## config.mk

```make
export PLATFORM = sky130hd
export DESIGN_NAME = vga_pixel_scan
export DESIGN_NICKNAME = d
export VERILOG_FILES = /design/src/rtl/vga_pixel_scan.sv
export SDC_FILE = /design/constraint.sdc
export NUM_CORES = 1
export LEC_CHECK = 0
export ABC_CLOCK_PERIOD_IN_PS = 4800
export CAP_MARGIN = 10
export CORE_MARGIN = 2
export CORE_UTILIZATION = 57
export DETAILED_ROUTE_END_ITERATION = 10
export MAX_ROUTING_LAYER = met4
export PLACE_DENSITY_LB_ADDON = 0.12
export RECOVER_POWER = 50
export SLEW_MARGIN = 20
export SYNTH_ARGS = -nofsm -noshare
export SYNTH_HDL_FRONTEND = slang
export SYNTH_SLANG_ARGS = --single-unit
```

## constraint.sdc

```tcl
create_clock -name clk -period 4.8 [get_ports clk]
set_input_delay 1.2 -clock clk [delete_from_list [all_inputs] [get_ports clk]]
set_output_delay 1.2 -clock clk [all_outputs]
set_load 0.03 [all_outputs]
```

## src/rtl/vga_pixel_scan.sv

```systemverilog
// 640x480@60 raster timing, sync/blank and image-RAM address generator, pixel strobe at clk/2.
// Outputs are registered from next-state counters and change together once per pixel (every 2 clk).
// Free-running source with no backpressure; the DAC and RAM consume every pixel unconditionally.
module vga_pixel_scan #(
    parameter int H_ACTIVE = 640,
    parameter int H_FP     = 16,
    parameter int H_SYNC   = 96,
    parameter int H_BP     = 48,
    parameter int V_ACTIVE = 480,
    parameter int V_FP     = 10,
    parameter int V_SYNC   = 2,
    parameter int V_BP     = 33,
    parameter int IMG_W    = 100,
    parameter int IMG_H    = 100,
    parameter int ADDR_W   = 14
) (
    input  logic              clk,
    input  logic              rst_n,
    output logic [9:0]        x,
    output logic [9:0]        y,
    output logic [ADDR_W-1:0] addr,
    output logic              hsync,
    output logic              vsync,
    output logic              blank_n,
    output logic              sync_n,
    output logic              vga_clk,
    output logic              frame_start
);

    localparam int H_TOTAL = H_ACTIVE + H_FP + H_SYNC + H_BP;
    localparam int V_TOTAL = V_ACTIVE + V_FP + V_SYNC + V_BP;

    localparam logic [9:0] H_LAST   = 10'(H_TOTAL - 1);
    localparam logic [9:0] V_LAST   = 10'(V_TOTAL - 1);
    localparam logic [9:0] H_ACT    = 10'(H_ACTIVE);
    localparam logic [9:0] V_ACT    = 10'(V_ACTIVE);
    localparam logic [9:0] HS_FIRST = 10'(H_ACTIVE + H_FP);
    localparam logic [9:0] HS_LAST  = 10'(H_ACTIVE + H_FP + H_SYNC - 1);
    localparam logic [9:0] VS_FIRST = 10'(V_ACTIVE + V_FP);
    localparam logic [9:0] VS_LAST  = 10'(V_ACTIVE + V_FP + V_SYNC - 1);
    localparam logic [9:0] IMG_W_C  = 10'(IMG_W);
    localparam logic [9:0] IMG_H_C  = 10'(IMG_H);
    localparam logic [ADDR_W-1:0] ROW_STEP = ADDR_W'(IMG_W);

    logic              pix_en;
    logic [ADDR_W-1:0] row_base;

    logic              h_last;
    logic              v_last;
    logic [9:0]        h_nxt;
    logic [9:0]        v_nxt;
    logic [ADDR_W-1:0] rb_nxt;
    logic [ADDR_W-1:0] addr_nxt;
    logic              hsync_nxt;
    logic              vsync_nxt;
    logic              blank_nxt;

    always_comb begin
        h_last = (x == H_LAST);
        v_last = (y == V_LAST);
        h_nxt  = h_last ? 10'd0 : x + 10'd1;
        v_nxt  = y;
        rb_nxt = row_base;
        if (h_last) begin
            v_nxt = v_last ? 10'd0 : y + 10'd1;
            // row_base tracks y*IMG_W without a multiplier; it stops once past the image
            if (v_last)
                rb_nxt = '0;
            else if (y < IMG_H_C)
                rb_nxt = row_base + ROW_STEP;
        end
        addr_nxt = '0;
        if ((h_nxt < IMG_W_C) && (v_nxt < IMG_H_C))
            addr_nxt = rb_nxt + ADDR_W'(h_nxt);
        hsync_nxt = !((h_nxt >= HS_FIRST) && (h_nxt <= HS_LAST));
        vsync_nxt = !((v_nxt >= VS_FIRST) && (v_nxt <= VS_LAST));
        blank_nxt = (h_nxt < H_ACT) && (v_nxt < V_ACT);
    end

    always_ff @(posedge clk or negedge rst_n) begin
        if (!rst_n) begin
            pix_en      <= 1'b0;
            x           <= '0;
            y           <= '0;
            row_base    <= '0;
            addr        <= '0;
            hsync       <= 1'b1;
            vsync       <= 1'b1;
            blank_n     <= 1'b1;
            frame_start <= 1'b0;
        end else begin
            pix_en      <= ~pix_en;
            frame_start <= 1'b0;
            if (pix_en) begin
                x           <= h_nxt;
                y           <= v_nxt;
                row_base    <= rb_nxt;
                addr        <= addr_nxt;
                hsync       <= hsync_nxt;
                vsync       <= vsync_nxt;
                blank_n     <= blank_nxt;
                frame_start <= h_last && v_last;
            end
        end
    end

    assign vga_clk = pix_en;
    assign sync_n  = 1'b0;

endmodule

```

==> metrics list <==
* Final weighted congestion in routability-driven placement: a little under 0.9
* Classification of the worst-slack hold path: flip-flop to flip-flop
* Final wirelength: between 7 and 8 mm
- Post-CTS setup buffer count: 0
- IR drop worst, VDD: 0.139 mV
* CP endpoint: addr[11]
* Path type of the worst setup path: flip-flop to flip-flop
- Gates resized during post-CTS repair numbered 0.
- Setup total negative slack: 0 ns
- Share of synthesized area occupied by flip-flops and latches: 0.372
* HPWL Detailed: 5.66 mm
- I/O Buffers: 40
- CP Launch Type: flip-flop
* Fraction of registers with async set or reset after synthesis: 1.00
- Largest driver fanout on the critical path: 18
* Antenna violations before repair: 0
- Number of global-route vias before repair: 2876
- Power density cells: approximately 190 nW/um2
- The worst path in the final design needs a cycle of approximately 4.3 ns, including I/O delays and setup.
* Mapped Nets: around 410
- The tree is rooted in a sky130_fd_sc_hd__clkbuf_8.
* Reported max-cap violation count: 2
- For this run the aggregate overflow at the end of global routing stands at 0.
* Cell area after synthesis: around 3600 um2
- The net count of the finished layout is between 400 and 500.
* Switching power as a share of total power: 0.202
- Cell count along the critical path: 15
* Number of routed nets with antenna violations: 0
- Growth of design area from synthesis to finish: 14.4%
* Total area of sequential cells: between 1000 and 1500 um2
* Final period utilization: 0.905
- The Yosys step of the flow raised 0 warnings.
* Reg2Reg Depth: 15
- Worst max-slew margin expressed relative to the limit: -0.898
* Worst Setup End Kind: flip-flop
- Entering global routing, the biggest net connects 54 pins.
- Failing checks: max-capacitance violations, max-slew violations
- In this run the worst setup path begins at x[1].
- In this run the deepest clock path goes through 2 buffers.
- For this design, the slowest cell found on the critical path is sky130_fd_sc_hd__and3_1.
- The first global-routing pass estimated about 14 mm of wire.
- Actual slew at the worst max-slew pin: ~2.8 ns
- Timing would allow up to approximately 230 MHz.
* Standard-cell row count: 28
* Number of iterations in the first detailed-routing pass: 4
* Average wire length per cell after detail routing: approximately 16 um
- Count of flip-flops with a built-in enable after synthesis: 0
- Fraction of layout cells with a size suffix above 1: 0.0875
* Worst path cell trace: ha_1 -> and4_1 -> and3_1 -> and2_1 -> nand2_1 -> xor2_1 -> nor2_1 -> ha_1 -> nand3_1 -> o211ai_1 -> o41a_1 -> a211oi_1 -> nor2_1 -> xor2_1 -> o2bb2ai_1
- Total inserted antenna cells: 0
- Power comes to 0.773 mW.
- Buffers inserted to repair hold after CTS numbered 0.
- For this run, the total global-route usage over all layers was measured as 0.246.
* Largest stage delay on the critical path: 0.62 ns
- Final setup fails: 0
- After clock tree synthesis, the clock-pin slew on the worst setup and hold paths is roughly 0.09 ns.
- Hold is met by a little under 0.5 ns.
- The internal portion of the total power is 0.617 mW.
- Cell area after layout: between 4000 and 5000 um2
- Worst setup margin: about 0.46 ns
- Synthesis instantiated 59 different standard cells from the library.
* Clock tree from TritonCTS: built
* Leakage power figure: around 1.8 nW
* Mean post-synth cell area: around 9.1 um2
- Of the total power, registers draw 0.578.
- Setup repair after global routing left no endpoint under its margin.
* Initial standard-cell utilization of the core: 0.596
- Counting every sink on the clock net gives 53.
- Setup slack of the most critical reg-to-reg path: ~0.46 ns
- After detailed routing, the number of remaining DRC violations is 0.
- Endpoint arrival time on the critical path: about 4.6 ns
- Core Footprint: roughly 6000 um2
* Overall die area: just under 7000 um2
- OpenSTA, run right after detailed placement, puts the worst setup slack at between 0.5 and 0.6 ns.
* H-Tree Depth: 2
* Source-to-sink clock delay at the later pin of the worst-skew pair: 0.30 ns
- Height of the die: approximately 83 um
* Horizontal die dimension: just over 80 um
- Clock power share: 0.410
- Area of the multi-input gates: approximately 2100 um2
- Number of register bits inferred by synthesis: 53
* CP delay by family, top: simple AND/OR/NAND/NOR gates
- Predominant post-synthesis flop cell: sky130_fd_sc_hd__dfrtp_1
* Capturing point of the worst reg2reg path: addr[11]
- Crit path buf inv count: 0
* Number of hold violations in the final report: 0
- Post-Place Cell Area: ~4000 um2
* Number of buffers added by the clock tree synthesis step: 5
- Fill cells in the final layout number around 480.
- The routed layout has 2946 vias.
* Instance count of the mapped netlist: just under 400
- DRC marker count from the first detailed-route iteration: just over 200
* Max Clock Skew: roughly 0.0042 ns
- Launch instance of the worst min-delay path: addr[0]
* DR vias/cell: a little under 6
- Origin of the critical flop-to-flop path: x[1]
- Top-level port count: 42
- The number of slew-limit violations in the final report was 94.
- Gate power share: 0.013
* Critical Path RT: approximately 5.0 ns
- Run status: finished with violations
- The analysis attributes to net switching a power of 0.156 mW.
==> worst min-delay path by stage <==
stage | to | slack, ns | cells after the start
5_1_grt | blank_n | 0.50 | 1
6_report | addr[0] | 0.49 | 1
3_5_place_dp | addr[5] | 0.47 | 1
4_1_cts | blank_n | 0.49 | 1
3_3_place_gp | blank_n | 0.47 | 1
2_1_floorplan | row_base[0] | 0.46 | 1
==> cell usage in the layout, fill, tap and decap left out, drive strengths merged, types with 8 or more instances in the layout <==
cell           synthesis  final
clkbuf                11      9
ha                    15     15
nand2                 38     38
nor2                  36     36
clkdlybuf4s50          0     30
xnor2                 18     18
dlygate4sd3            0      9
mux2                  12     12
and2                   8      8
nor3                   8      8
a21oi                 19     19
dfrtp                 50     50
and3                   9      9
inv                   18     18
xor2                  14     14
nand3                 13     13
o21ai                 22     22
o2bb2ai               15     15
nand4                  8      8
==> kinds of logic (layout without fill, tap and decap cells) <==
logic type / Yosys count / count (layout) / synth area share
adder cells (fa/ha/maj): 16 / 16 / 0.0581
flip-flops: 53 / 53 / 0.372
AND/OR/NAND/NOR: 146 / 146 / 0.215
XOR/XNOR: 32 / 32 / 0.0785
buffers and inverters: 40 / 69 / 0.0490
multiplexers: 18 / 18 / 0.0546
AO/OA/AOI/OAI: 88 / 88 / 0.171
other: 1 / 1 / 0.00105
==> final cells by class <==
cell class / instances / area share
inverter: 18 / 0.0165
sequential: 53 / 0.326
timing repair buffer: 43 / 0.100
clock buffer: 7 / 0.0211
tap: 75 / 0.0230
clock inverter: 1 / 0.00735
multi-input combinational: 301 / 0.506
==> synth_stat cells, types with 3 or more instances <==
| library cell | count | area share |
|---|---|---|
| sky130_fd_sc_hd__o21ai_0 | 20 | 0.028 |
| sky130_fd_sc_hd__nand3_1 | 11 | 0.015 |
| sky130_fd_sc_hd__nand2b_1 | 3 | 0.0053 |
| sky130_fd_sc_hd__o31ai_1 | 4 | 0.0084 |
| sky130_fd_sc_hd__nor3_1 | 7 | 0.0098 |
| sky130_fd_sc_hd__nand2_1 | 38 | 0.040 |
| sky130_fd_sc_hd__and3_1 | 9 | 0.016 |
| sky130_fd_sc_hd__mux2i_1 | 6 | 0.017 |
| sky130_fd_sc_hd__xor2_1 | 14 | 0.034 |
| sky130_fd_sc_hd__dfrtp_1 | 50 | 0.35 |
| sky130_fd_sc_hd__xnor2_1 | 18 | 0.044 |
| sky130_fd_sc_hd__buf_2 | 7 | 0.0098 |
| sky130_fd_sc_hd__nor2_1 | 36 | 0.038 |
| sky130_fd_sc_hd__a21o_1 | 3 | 0.0063 |
| sky130_fd_sc_hd__a211oi_1 | 3 | 0.0063 |
| sky130_fd_sc_hd__nand4_1 | 7 | 0.012 |
| sky130_fd_sc_hd__a21oi_1 | 19 | 0.027 |
| sky130_fd_sc_hd__nor4_1 | 5 | 0.0088 |
| sky130_fd_sc_hd__nor2b_1 | 4 | 0.0070 |
| sky130_fd_sc_hd__and2_1 | 7 | 0.012 |
| sky130_fd_sc_hd__ha_1 | 15 | 0.053 |
| sky130_fd_sc_hd__mux2_2 | 12 | 0.038 |
| sky130_fd_sc_hd__a31oi_1 | 5 | 0.0088 |
| sky130_fd_sc_hd__and4_1 | 4 | 0.0098 |
| sky130_fd_sc_hd__inv_1 | 18 | 0.019 |
| sky130_fd_sc_hd__or3_1 | 5 | 0.0088 |
| sky130_fd_sc_hd__o2bb2ai_1 | 15 | 0.037 |
| sky130_fd_sc_hd__dfstp_2 | 3 | 0.022 |
| sky130_fd_sc_hd__clkbuf_1 | 10 | 0.011 |
==> through the flow <==
stage,std cells,util
detailed placement,490,0.664
global route,498,0.682
finish,498,0.682
floorplan,394,-
CTS,498,0.683
global placement,490,0.664
==> state kept, by name, summed over array words and instances (netlist names) <==
signal,flops
row_base,14
y,10
hsync,1
x,10
vsync,1
addr,14
frame_start,1
blank_n,1
vga_clk,1
==> power by group through the flow <==
stage	clock network, mW	registers (mW)	logic [mW]
2_1_floorplan	0	0.455	0.00165
3_3_place_gp	0	0.455	0.0110
3_5_place_dp	0	0.455	0.0111
4_1_cts	0.323	0.446	0.0110
5_1_grt	0.340	0.446	0.0121
6_report	0.317	0.446	0.00991
==> metal layers <==
metal	GRT usage	part of all wire
met2	0.392	0.47
met4	0.0551	0.0094
met3	0.0388	0.047
met1	0.333	0.48
met5	-	0
(Power assumes the default switching activity.)
